**src/rtl/det_sched_pkg.sv**
```systemverilog
// Shared types and defaults for the detector scheduler: FSM state encoding,
// default sizing and a one-hot helper used by the round-robin arbiter.
package det_sched_pkg;

  typedef enum logic [1:0] {
    IDLE  = 2'd0,
    CLR   = 2'd1,
    SHIFT = 2'd2,
    DONE  = 2'd3
  } state_e;

  localparam int N_REQ_DEF  = 4;
  localparam int WORD_W_DEF = 8;
  localparam int MAX_REQ    = 32;

  function automatic logic [MAX_REQ-1:0] onehot(input logic [31:0] idx);
    logic [MAX_REQ-1:0] v;
    v = '0;
    v[idx[4:0]] = 1'b1;
    return v;
  endfunction

endpackage

```
**src/rtl/rr_arbiter.sv**
```systemverilog
// Combinational round-robin pick: first set req scanning ptr, ptr+1, ... mod N_REQ.
module rr_arbiter import det_sched_pkg::*; #(
  parameter int N_REQ = N_REQ_DEF,
  parameter int PTR_W = $clog2(N_REQ)
) (
  input  logic [N_REQ-1:0] req,
  input  logic [PTR_W-1:0] ptr,
  output logic [N_REQ-1:0] gnt,
  output logic [PTR_W-1:0] idx,
  output logic             vld
);

  localparam int SW = PTR_W + 1;

  logic [SW-1:0] pos;

  // Scan from lowest to highest priority so the last match wins.
  always_comb begin
    idx = '0;
    vld = 1'b0;
    pos = '0;
    for (int k = N_REQ - 1; k >= 0; k--) begin
      pos = {1'b0, ptr} + SW'(k);
      if (pos >= SW'(N_REQ)) pos = pos - SW'(N_REQ);
      if (req[pos[PTR_W-1:0]]) begin
        idx = pos[PTR_W-1:0];
        vld = 1'b1;
      end
    end
  end

  assign gnt = vld ? N_REQ'(onehot(32'(idx))) : '0;

endmodule

```
**src/rtl/detector_scheduler.sv**
```systemverilog
// Time-shares one serial sequence detector between N_REQ requesters: arbitrate,
// clear the detector, shift the latched word out MSB-first, report done + hit.
module detector_scheduler import det_sched_pkg::*; #(
  parameter int N_REQ  = N_REQ_DEF,
  parameter int WORD_W = WORD_W_DEF
) (
  input  logic                    CLK,
  input  logic                    RST,
  input  logic [N_REQ-1:0]        req,
  input  logic [N_REQ*WORD_W-1:0] data,
  output logic [N_REQ-1:0]        gnt,
  output logic [N_REQ-1:0]        done,
  output logic                    hit,
  output logic                    busy,
  output logic                    det_rst,
  output logic                    det_x,
  input  logic                    det_y
);

  localparam int PTR_W = $clog2(N_REQ);
  localparam int CNT_W = $clog2(WORD_W);
  localparam logic [CNT_W-1:0] CNT_LAST = CNT_W'(WORD_W - 1);
  localparam logic [PTR_W-1:0] PTR_LAST = PTR_W'(N_REQ - 1);

  state_e                          state_q, state_d;
  logic [WORD_W-1:0]               shreg_q, shreg_d;
  logic [CNT_W-1:0]                cnt_q, cnt_d;
  logic                            hit_acc_q, hit_acc_d;
  logic [PTR_W-1:0]                ptr_q, ptr_d;
  logic [PTR_W-1:0]                idx_q, idx_d;
  logic [N_REQ-1:0]                gnt_q, gnt_d;
  logic [N_REQ-1:0]                done_q, done_d;
  logic                            busy_q, busy_d;

  logic [N_REQ-1:0][WORD_W-1:0]    data_arr;
  logic [N_REQ-1:0]                arb_gnt;
  logic [PTR_W-1:0]                arb_idx;
  logic                            arb_vld;

  assign data_arr = data;

  rr_arbiter #(.N_REQ(N_REQ), .PTR_W(PTR_W)) u_arb (
    .req (req),
    .ptr (ptr_q),
    .gnt (arb_gnt),
    .idx (arb_idx),
    .vld (arb_vld)
  );

  always_comb begin
    state_d   = state_q;
    shreg_d   = shreg_q;
    cnt_d     = cnt_q;
    hit_acc_d = hit_acc_q;
    ptr_d     = ptr_q;
    idx_d     = idx_q;
    gnt_d     = gnt_q;
    done_d    = '0;
    case (state_q)
      IDLE: begin
        if (arb_vld) begin
          shreg_d = data_arr[arb_idx];
          idx_d   = arb_idx;
          gnt_d   = arb_gnt;
          state_d = CLR;
        end
      end
      CLR: begin
        cnt_d     = '0;
        hit_acc_d = 1'b0;
        state_d   = SHIFT;
      end
      SHIFT: begin
        shreg_d = shreg_q << 1;
        // det_y lags det_x by one cycle, so the first shift cycle has no response yet.
        if (cnt_q != '0) hit_acc_d = hit_acc_q | det_y;
        if (cnt_q == CNT_LAST) begin
          state_d = DONE;
          done_d  = gnt_q;
        end else begin
          cnt_d = cnt_q + 1'b1;
        end
      end
      DONE: begin
        gnt_d   = '0;
        ptr_d   = (idx_q == PTR_LAST) ? '0 : idx_q + 1'b1;
        state_d = IDLE;
      end
      default: state_d = IDLE;
    endcase
    busy_d = (state_d != IDLE);
  end

  always_ff @(posedge CLK or posedge RST) begin
    if (RST) begin
      state_q   <= IDLE;
      shreg_q   <= '0;
      cnt_q     <= '0;
      hit_acc_q <= 1'b0;
      ptr_q     <= '0;
      idx_q     <= '0;
      gnt_q     <= '0;
      done_q    <= '0;
      busy_q    <= 1'b0;
    end else begin
      state_q   <= state_d;
      shreg_q   <= shreg_d;
      cnt_q     <= cnt_d;
      hit_acc_q <= hit_acc_d;
      ptr_q     <= ptr_d;
      idx_q     <= idx_d;
      gnt_q     <= gnt_d;
      done_q    <= done_d;
      busy_q    <= busy_d;
    end
  end

  assign gnt     = gnt_q;
  assign done    = done_q;
  assign busy    = busy_q;
  // The response to the last bit only arrives during DONE, so it is folded in here.
  assign hit     = (|done_q) & (hit_acc_q | det_y);
  assign det_rst = RST | (state_q == CLR);
  assign det_x   = (state_q == SHIFT) & shreg_q[WORD_W-1];

endmodule

```
**config.mk**
```make
export PLATFORM = sky130hd
export DESIGN_NAME = detector_scheduler
export DESIGN_NICKNAME = d
export VERILOG_FILES = /design/src/rtl/det_sched_pkg.sv /design/src/rtl/rr_arbiter.sv /design/src/rtl/detector_scheduler.sv
export SDC_FILE = /design/constraint.sdc
export NUM_CORES = 1
export LEC_CHECK = 0
export BUFFER_PORTS_ARGS = -buffer_cell sky130_fd_sc_hd__buf_2
export CAP_MARGIN = 40
export CORE_MARGIN = 1
export CORE_UTILIZATION = 54
export CTS_CLUSTER_DIAMETER = 80
export CTS_CLUSTER_SIZE = 20
export DETAILED_ROUTE_END_ITERATION = 10
export GPL_ROUTABILITY_DRIVEN = 0
export PLACE_DENSITY_LB_ADDON = 0.05
export RECOVER_POWER = 50
export SLEW_MARGIN = 0
export SYNTH_ARGS = -nofsm -noshare
export SYNTH_HDL_FRONTEND = slang
export SYNTH_SLANG_ARGS = --single-unit
```
**constraint.sdc**
```tcl
create_clock -name CLK -period 5.2 [get_ports CLK]
set_input_delay 1.04 -clock CLK [delete_from_list [all_inputs] [get_ports CLK]]
set_output_delay 1.04 -clock CLK [all_outputs]
set_load 0.005 [all_outputs]
```
== After elaboration in Yosys (flattened, before gate mapping) ==
Index checks and enable logic that the tools add are counted.
Storage, ports and cells
  register bits after elaboration: 27
  output and inout bits: 12
  word-level logic and storage cells: 92
Operators by class
  $add $sub $neg: 9
  magnitude comparators: 11
  eq/ne operators: 8
  mux-type cells: 38
  bitwise operators: 4
  reduce and logical (&&, ||, !) cells: 13
Operators by type and width (count)
  $mux W2: 11
  $bmux W8 S2: 1
  $mux W8: 2
  $pmux W8 S2: 1
  $lt A2 B3 Y1 const B: 5
  $mux W4: 3
  $mux W1: 10
  $reduce_and A2 Y1: 5
  $ge A3 B3 Y1 const B: 3
  $bmux W1 S2: 4
  $pmux W2 S4: 1
  $pmux W4 S2: 1
  $reduce_bool A2 Y1: 4
  $sub A2 B1 Y2 const B: 4
  $add A2 B2 Y3 const B: 2
  $eq A2 B2 Y1 const B: 3
  $lt A2 B6 Y1 const B: 1
  $ne A2 B2 Y1 const B: 3
  $pmux W3 S2: 1
  $reduce_or A4 Y1: 1
  $add A2 B1 Y3 const B: 1
  $add A3 B1 Y3 const B: 1
  $eq A3 B3 Y1 const B: 1
  $ge A2 B3 Y1 const B: 1
  11 further kinds: 13

== Logic depth before layout (Yosys ltp) ==
Gate-level depths: netlist of the first run.
  depth after elaboration: 15
  gate-level depth with buffers: 8
  gate-level depth less buffers: 6

== Hierarchy ==
From an unflattened synthesis of the first run, not the netlist that was laid out.
Unflattened totals
  cell total of the unflattened synthesis: 171
  area total of the unflattened synthesis: 1716.6 um2
By module, submodules not included
  detector_scheduler: instances 1, cells each 138, area an instance 1505.2 um2, sequential area each 675.6 um2
  rr_arbiter: instances 1, cells each 33, area an instance 211.5 um2, sequential area each 0.0 um2

== Worst setup path before layout of the first run ==
No wires, ideal clock.
  kind: input -> output
  from: input port RST
  to: output port det_rst
  data arrival time: 1.307 ns
  data required time: 4.160 ns
  slack: 2.853 ns
  stages: 1
  cell sequence: or2_2
Between the ends
  word-level cells in the longest chain between the ends: 1
Ends and longest elaborated chain
  start, declared: RTL line detector_scheduler.sv:8  | input logic RST,
  $or A1 B1 Y1: RTL line detector_scheduler.sv:123  | assign det_rst = RST | (state_q == CLR);
  end, declared: RTL line detector_scheduler.sv:15  | output logic det_rst,
Every way passes these cells.

== Worst setup path in the final report of the first run ==
  from: register state_q[0]
  to: output port det_x
Between the ends
  word-level cells in the longest chain between the ends: 2
Ends and longest elaborated chain
  start, declared: RTL line detector_scheduler.sv:25  | state_e state_q, state_d;
  start signal, assigned: RTL line detector_scheduler.sv:106  | state_q <= state_d;
  $eq A2 B2 Y1: RTL line detector_scheduler.sv:124  | assign det_x = (state_q == SHIFT) & shreg_q[WORD_W-1];
  $and A1 B1 Y1: RTL line detector_scheduler.sv:124
  end, declared: RTL line detector_scheduler.sv:16  | output logic det_x,
Every way passes these cells.

==> results.ini, run 1 <==
[run_status]
outcome = complete, no violations

[synth]
synth-seq-cells = 27
synthAdderAreaFrac_pct = 6.56
syn-instance-count = 167
synthArstFlopShare_pct = 100
synth_commonest_cells = dfrtp_1, nor2_1, nand2_1
synthMuxAreaShare_pct = 4.96
synthSimpleGateAreaFrac_pct = 12.8
yosysTopAreaCell = dfrtp_1
avgSynthCellArea_um2 = 10.3
synth_compound_area_share_pct = 28.9
syn-num-nets = 215
ys.warnings.count = 0
syn_area_um2 = 1720
synth_top_area_share_pct = 39.4
yosysUniqueCellTypes = 42
netlist_top_cells_area = dfrtp_1, ha_1, a221oi_2
synth_top_family_by_area = compound AO/OA/AOI/OAI gates
synth_flop_cell = dfrtp_1
synth.most_common_cell = dfrtp_1
seq_area_frac_synth_pct = 39.4
synth_edf_count = 0
synth_xor_area_share_pct = 0

[die]
die_w_um = 58.4
dieArea_um2 = 3410
start_util_pct = 56.7
io_pins = 51
rows = 20
core-area_um2 = 3030
die_h_um = 58.4

[drt]
wirelength_um = 3710
drc = 0
via_per_inst = 5.76
drt-initial-drc-count = 55
wl_per_cell_um = 14.5
num_vias = 1469
ant_nets = 0
drt-pass1-iter-count = 4

[clock_tree]
clkLatencyLatePin_ns = 0.32
cts_root_buf = clkbuf_4
postCtsSetupRepairBufs = 0
clockBufferDepth = 2
htree_levels = 1
cts_hold_buf = 0
cts_sinks = 27
path_clk_slew_ns = 0.14
cts-resized-gates = 0
cts_tree = built
cts-buffers-inserted = 3

[global_routing]
grt.total_usage_pct = 23.3
grt_pass1_wl_um = 6170
grt_pass1_vias = 1469
grt_overflow_total = 0
antenna_found_initial = 0
grt_max_degree = 23

[critical_path]
critPathKind = flop to output pin
crit_start = state_q[0]
start_kind = flop
cp_max_fo = 18
r2r_cells = 6
worst_path_max_delay_cell = ha_1
cp_data_required_time_ns = 4.16
cp-end-kind = output pin
arrival_ns = 1.83
rr_endpoint = cnt_q[0]
critical-path-max-stage-delay_ns = 0.61
reg2reg_from = state_q[0]
path_cells = inv_1 > ha_1 > and2_1 > buf_2
crit_path_end = det_x
rrSetupSlack_ns = 2.71

[placed_design]
hpwl_um = 2890
dp.cells = 251
portBuffers = 50

[power_and_ir_drop]
vdd_ir_drop_max_v = 0.000278
leakage_nw = 0.972
total_power_w = 0.00103
power.density_nw_per_um2 = 522

[finish]
final_nets = 260
area_growth_pct = 14.9
drive_gt1_share_pct = 37.0
antenna_cells = 0
instances_no_fill = 255

[sta]
finClkSkew_ns = 0.00733
slew_headroom_pct = 21.6
post-route-period-util_pct = 55.2
finalHoldViolCount = 0
slew_viol_final = 0
rsz0062_at_grt = no
tightest_slew_ns = 1.18
setup_violations = 0
setup_tns_ns = 0
fmaxAchievable_mhz = 348
fin_crit_ns = 2.87

[worst_hold_path]
min_path_type = flop to flop

[flow_run]
maxCapViolations = 0

## layer usage
layer	up-vias	global-route usage, %	routed length (um)
li1	705	-	-
met1	710	28.1	1570
met2	48	44.2	1950
met3	6	2.86	150
met4	0	5.10	40
met5	-	0	0
## per-stage QoR
stage                     utilization, %  hold slack, ns  area, um^2  setup WS [ns]
final                               65.1           0.501        1970           2.33
after global routing                65.1           0.534        1970           2.23
after CTS                           65.9           0.506        1990           2.32
after detailed placement            65.0           0.476        1970           2.63
after global placement              64.1           0.456        1940           2.64
after floorplan                        -           0.441        1720           2.85
## power by group
| part | switching [W] | internal [W] |
|---|---|---|
| Sequential | 0.0000710 | 0.000300 |
| Combinational | 0.000309 | 0.000261 |
| Clock | 0.0000583 | 0.0000300 |
## final cells by class
cell class | count | area [um^2]
multi-input cells | 117 | 912
well taps | 44 | 55.1
flip-flops and latches | 27 | 676
inverters | 12 | 47.5
fillers | 264 | 1060
clock buffers | 4 | 26.3
repair buffers | 51 | 254
## sequential cells by signal (all words and copies together), names as in the netlist
name and cells:
idx_q 2, ptr_q 2, busy 1, shreg_q 8
done 4, cnt_q 3, state_q 2, gnt 4
hit_acc_q 1
## worst max-delay path: cells and delay by family, from the launching register on
family / cells / cell delay, ns
flip-flops: 1 / 0.43
adder cells (fa/ha/maj): 1 / 0.61
buffers and inverters: 2 / 0.24
AND/OR/NAND/NOR: 1 / 0.23
## cell usage in the layout (no fill, tap or decap), drive strengths merged, types with 2 or more instances in the layout
cell type	netlist	routed
or2	2	2
o31ai	6	6
a21oi	11	11
inv	11	11
and2	2	2
nand2	13	13
o21ai	10	10
and3	4	4
nor2	17	17
mux2	4	4
clkbuf	2	5
mux2i	4	4
nand2b	2	2
dfrtp	27	27
o221a	2	2
a221o	6	6
ha	9	9
nor4	2	2
a22o	6	6
buf	9	50
a221oi	7	7
## cell families (layout without fill, tap and decap cells)
logic type,count (synthesis),in the layout
adder cells (fa/ha/maj),9,9
AND/OR/NAND/NOR,45,45
multiplexers,8,8
AO/OA/AOI/OAI,55,55
buffers and inverters,23,67
flip-flops,27,27
## worst min path at each step
stage | from | end | depth (start not counted)
detailed placement | shreg_q[7] | shreg_q[7] | 2
floorplan | shreg_q[7] | shreg_q[7] | 2
global route | shreg_q[7] | shreg_q[7] | 2
finish | shreg_q[7] | shreg_q[7] | 2
CTS | shreg_q[7] | shreg_q[7] | 2
global placement | shreg_q[7] | shreg_q[7] | 2
(Power assumes the default switching activity.)
==> run 2, diff against run 1 <==
- CORE_UTILIZATION: 54 -> 51
- clock period: 5.2 -> 2.9 ns (I/O delays scaled with it)
==> run 2 against run 1 <==
- power is 81% higher
- flip-flop and latch count unchanged
- sequential share of layout area down 0.13 points
- clock skew decreased by 0.0056 ns
- routed wire length increased by 1.1%
- clock power grew 83%
- worst hold slack worse by 0.35 ns
- sequential power rose by 79%
- final cell count is 0.39% higher
- first-iteration DRC count rose by 55%
- register-to-register slack worse by 1.9 ns
- via count is 3.3% lower
- highest routed layer unchanged
==> results.ini, run 2 (synthesis results as in run 1) <==
[sta]
setup_violations = 0  ; unchanged
tightest_slew_ns = 1.11  ; was 1.18 ns
finalHoldViolCount = 0  ; unchanged
post-route-period-util_pct = 82.5
slew_viol_final = 0  ; unchanged
fmaxAchievable_mhz = 418
rsz0062_at_grt = no  ; unchanged
holdWs_ns = 0.149  ; was 0.501 ns
fin_crit_ns = 2.39
setup_tns_ns = 0  ; unchanged
finClkSkew_ns = 0.00177  ; was 0.00733 ns
slew_headroom_pct = 26.1  ; was 21.6%

[critical_path]
cp_data_required_time_ns = 2.32  ; was 4.16 ns
cp-end-kind = output pin  ; unchanged
critPathKind = flop to output pin  ; unchanged
cp_max_fo = 18  ; unchanged
arrival_ns = 1.81  ; was 1.83 ns
start_kind = flop  ; unchanged

[die]
start_util_pct = 54.8  ; was 56.7%
die_w_um = 60.0  ; was 58.4 um
rows = 20  ; unchanged
die_h_um = 60.0  ; was 58.4 um
core-area_um2 = 3130  ; was 3030 um^2
dieArea_um2 = 3600  ; was 3410 um^2
io_pins = 51  ; unchanged

[finish]
area_growth_pct = 15.3  ; was 14.9%
top_register = shreg_q  ; unchanged
final_nets = 261  ; was 260
drive_gt1_share_pct = 37.3  ; was 37.0%
layout_common_cells = buf_2, dfrtp_1, nor2_1  ; unchanged
largest_register_ffs = 8  ; unchanged
stdcell_area_um2 = 1980  ; was 1970 um^2
final_core_util_pct = 63.2  ; was 65.1%
antenna_cells = 0  ; unchanged
final_common_cell = buf_2  ; unchanged

[clock_tree]
cts-resized-gates = 0  ; unchanged
cts_hold_buf = 0  ; unchanged
cts_tree = built  ; unchanged
clockBufferDepth = 2  ; unchanged
path_clk_slew_ns = 0.14  ; about the same
htree_levels = 1  ; unchanged
clkLatencyLatePin_ns = 0.32  ; about the same
cts_root_buf = clkbuf_4  ; unchanged
cts_sinks = 27  ; unchanged
postCtsSetupRepairBufs = 0  ; unchanged
cts-buffers-inserted = 3  ; unchanged

[global_routing]
grt_pass1_vias = 1397  ; was 1,469
grt_max_degree = 22  ; was 23
grt_pass1_wl_um = 6040  ; was 6170 um
antenna_found_initial = 0  ; unchanged
top_usage_layer = met2  ; unchanged
grt.total_usage_pct = 22.6  ; was 23.3%
grt_overflow_total = 0  ; unchanged
use_met3_pct = 3.90  ; was 2.86%
grt_use_met2_pct = 41.1  ; was 44.2%
met1_usage_pct = 28.1  ; about the same

[flow_run]
maxCapViolations = 0  ; unchanged

[drt]
drc = 0  ; unchanged
drt-pass1-iter-count = 4  ; unchanged
wl_per_cell_um = 14.6  ; was 14.5 um
drt-initial-drc-count = 85  ; was 55
via_per_inst = 5.55  ; was 5.76
wirelength_um = 3750  ; was 3710 um
num_vias = 1420  ; was 1,469
ant_nets = 0  ; unchanged

[power_and_ir_drop]
leakage_nw = 0.977  ; was 0.972 nW
clockPowerShare_pct = 8.7  ; was 8.6%
p_comb_share_pct = 55.6  ; was 55.4%
vdd_ir_drop_max_v = 0.000498  ; was 0.000278 V
netSwitchingPower_w = 0.000791  ; was 0.000439 W
switching_share_pct = 42.5  ; was 42.6%
seqPwrFrac_pct = 35.7  ; was 36.0%
p_int_w = 0.00107  ; was 0.000590 W
power.density_nw_per_um2 = 940  ; was 522 nW/um^2

[worst_hold_path]
min_path_type = primary input to asynchronous set/reset pin  ; was flop to flop

[placed_design]
place_area_um2 = 1980  ; was 1970 um^2
hpwl_um = 2890  ; about the same
portBuffers = 50  ; unchanged

[run_status]
outcome = complete, no violations  ; unchanged

-- run 2: changes by cell type in the layout (fill, tap and decap cells not counted), sizes merged --
cell  change
buf       +1
-- run 2: cell type report --
class | instances | area, um^2
Tap cell | 44 | 55.1
Sequential cell | 27 | 676
Fill cell | 276 | 1150
Timing Repair Buffer | 52 | 262
Inverter | 12 | 47.5
Clock buffer | 4 | 26.3
Multi-Input combinational cell | 117 | 912
-- run 2: power groups by stage --
stage               registers (W)  clock network [W]  logic (W)
floorplan                0.000628                  0   0.000842
global route             0.000685           0.000179    0.00116
CTS                      0.000664           0.000168    0.00105
global placement         0.000664                  0   0.000992
finish                   0.000665           0.000162    0.00103
detailed placement       0.000673                  0    0.00104
-- run 2: layer usage --
| layer | vias to the layer above | part of all wire [%] |
|---|---|---|
| met5 | - | 0 |
| met4 | 0 | 0.77 |
| met3 | 4 | 4.0 |
| met2 | 38 | 51 |
| met1 | 673 | 44 |
| li1 | 705 | - |
-- run 2: final timing paths --
| path | to | from | depth (start not counted) | slack, ns |
|---|---|---|---|---|
| max | det_x | state_q[0] | 4 | 0.51 |
| min | ptr_q[1] | RST | 2 | 0.15 |
| max reg2reg | cnt_q[0] | state_q[0] | 6 | 0.80 |
| min reg2reg | shreg_q[7] | shreg_q[7] | 2 | 0.50 |
| max in group asynchronous | hit_acc_q | RST | 3 | 1.47 |
| min in group CLK | shreg_q[7] | shreg_q[7] | 2 | 0.50 |
-- run 2: critical path, cell delays in order, from the launching register on --
cell and delay, ns:
dfrtp_1 0.43, inv_1 0.14, ha_1 0.59, and2_1 0.22
buf_2 0.11
-- run 2: through the flow --
step / power, W / setup WS, ns / cells
floorplan: 0.00147 / 1.08 / 167
global placement: 0.00166 / 0.928 / 251
detailed placement: 0.00171 / 0.825 / 252
CTS: 0.00188 / 0.498 / 256
global route: 0.00203 / 0.370 / 256
finish: 0.00186 / 0.507 / 256
==> run 3, diff against run 2 <==
- clock period: 2.9 -> 2.29 ns (I/O delays scaled with it)
==> run 3 against run 2 <==
- register-to-register slack worse by 0.35 ns
- routed wire length decreased by 5.9%
- first-iteration DRC count rose by 11%
- worst setup slack got worse by 0.26 ns
- largest cell class unchanged
- sequential power is 26% higher
- combinational power increased by 27%
- clock-buffer cell count down 1
- flip-flop and latch count is the same
- via count rose by 1.6%
- power grew 28%
==> results.ini, run 3 (synthesis results as in run 1) <==
[sta]
tightest_slew_ns = 1.40  ; was 1.11 ns
fmaxAchievable_mhz = 489
rsz0062_at_grt = no  ; unchanged
finClkSkew_ns = 0.00888  ; was 0.00177 ns
slew_viol_final = 0  ; unchanged
slew_headroom_pct = 6.94  ; was 26.1%
post-route-period-util_pct = 89.3
fin_crit_ns = 2.04
fin_ws_ns = 0.246  ; was 0.507 ns
finalHoldViolCount = 0  ; unchanged
setup_tns_ns = 0  ; unchanged
setup_violations = 0  ; unchanged

[worst_hold_path]
min_path_type = primary input to flop  ; was primary input to asynchronous set/reset pin
hold_end = hit_acc_q
hold_depth = 3
min_from = det_y

[critical_path]
rr_endpoint = shreg_q[3]  ; was cnt_q[0]
arrival_ns = 1.59  ; was 1.81 ns
cp-end-kind = output pin  ; unchanged
r2r_cells = 6  ; unchanged
rrSetupSlack_ns = 0.45  ; was 0.80 ns
start_kind = flop  ; unchanged
cp_max_fo = 10  ; was 18
critPathKind = flop to output pin  ; unchanged
reg2reg_from = ptr_q[1]  ; was state_q[0]
cp_data_required_time_ns = 1.83  ; was 2.32 ns

[global_routing]
grt_max_degree = 28  ; was 22
grt.total_usage_pct = 21.6  ; was 22.6%
antenna_found_initial = 0  ; unchanged
grt_pass1_vias = 1353  ; was 1,397
grt_pass1_wl_um = 5780  ; was 6040 um
grt_overflow_total = 0  ; unchanged

[clock_tree]
cts_tree = built  ; unchanged
cts_root_buf = clkbuf_4  ; unchanged
cts_hold_buf = 0  ; unchanged
path_clk_slew_ns = 0.16  ; was 0.14 ns
cts-resized-gates = 0  ; unchanged
clkLatencyLatePin_ns = 0.34  ; was 0.32 ns
cts_sinks = 27  ; unchanged
cts-buffers-inserted = 3  ; unchanged
clockBufferDepth = 2  ; unchanged
postCtsSetupRepairBufs = 0  ; unchanged
htree_levels = 1  ; unchanged

[drt]
wirelength_um = 3530  ; was 3750 um
drc = 0  ; unchanged
drt-initial-drc-count = 94  ; was 85
num_vias = 1443  ; was 1,420
via_per_inst = 5.61  ; was 5.55
ant_nets = 0  ; unchanged
drt-pass1-iter-count = 4  ; unchanged
wl_per_cell_um = 13.7  ; was 14.6 um

[finish]
fillers = 273  ; was 276
final_core_util_pct = 63.6  ; was 63.2%
drive_gt1_share_pct = 38.0  ; was 37.3%
final_common_cell = buf_2  ; unchanged
layout_common_cells = buf_2, dfrtp_1, nor2_1  ; unchanged
final_nets = 262  ; was 261
largest_register_ffs = 8  ; unchanged
area_growth_pct = 16.0  ; was 15.3%
antenna_cells = 0  ; unchanged
top_register = shreg_q  ; unchanged

[power_and_ir_drop]
seqPwrFrac_pct = 35.2  ; was 35.7%
clockPowerShare_pct = 9.6  ; was 8.7%
netSwitchingPower_w = 0.00101  ; was 0.000791 W
p_comb_share_pct = 55.2  ; was 55.6%
switching_share_pct = 42.5  ; about the same
leakage_nw = 0.985  ; was 0.977 nW
vdd_ir_drop_max_v = 0.000703  ; was 0.000498 V
power.density_nw_per_um2 = 1190  ; was 940 nW/um^2
total_power_w = 0.00237  ; was 0.00186 W
p_int_w = 0.00137  ; was 0.00107 W

[die]
start_util_pct = 54.8  ; unchanged
core-area_um2 = 3130  ; unchanged
die_w_um = 60.0  ; unchanged
rows = 20  ; unchanged
die_h_um = 60.0  ; unchanged
io_pins = 51  ; unchanged
dieArea_um2 = 3600  ; unchanged

[placed_design]
hpwl_um = 2740  ; was 2890 um
pre_cts_slack_ns = 0.385  ; was 0.825 ns
portBuffers = 50  ; unchanged

[flow_run]
maxCapViolations = 0  ; unchanged

[run_status]
outcome = complete, no violations  ; unchanged

run 3: stage by stage:
stage,cells,cell area [um^2],hold slack (ns)
final,257,1990,0.409
after floorplan,167,1720,0.441
after global placement,253,1960,0.461
after detailed placement,253,1960,0.468
after CTS,257,1990,0.152
after global routing,257,1990,0.448
run 3: worst max path at each step:
stage          cells after the start    endpoint       start
2_1_floorplan                      4    idx_q[0]      req[1]
3_3_place_gp                       6  shreg_q[3]      req[2]
3_5_place_dp                       6  shreg_q[6]      req[2]
4_1_cts                            4       det_x  state_q[0]
5_1_grt                            4       det_x  state_q[0]
6_report                           4       det_x  state_q[0]
run 3: power by group through the flow:
stage               sequential [W]  combinational, W  clock, W
floorplan                 0.000795           0.00107         0
global placement          0.000841           0.00127         0
detailed placement        0.000850           0.00131         0
CTS                       0.000838           0.00132  0.000231
global route              0.000868           0.00149  0.000243
finish                    0.000836           0.00131  0.000229
run 3: layout make-up:
| type | count | area (um^2) | area share, % |
|---|---|---|---|
| multi-input cells | 117 | 912 | 45.8 |
| clock buffers | 3 | 22.5 | 1.13 |
| well taps | 44 | 55.1 | 2.77 |
| flip-flops and latches | 27 | 676 | 33.9 |
| repair buffers | 53 | 269 | 13.5 |
| clock inverters | 1 | 8.76 | 0.440 |
| inverters | 12 | 47.5 | 2.39 |
run 3: metal layers:
layer | wire (um) | vias up | part of all wire, % | global-route usage, %
met3 | 145 | 4 | 4.1 | 2.60
met5 | 0 | - | 0 | 0
li1 | - | 708 | - | -
met4 | 41 | 0 | 1.2 | 6.98
met2 | 1700 | 42 | 48 | 37.8
met1 | 1640 | 689 | 47 | 27.4
run 3: critical path, stage by stage (launching register included):
cell and delay, ns:
dfrtp_1 0.43, inv_1 0.13, ha_1 0.40, and2_1 0.18
buf_2 0.10
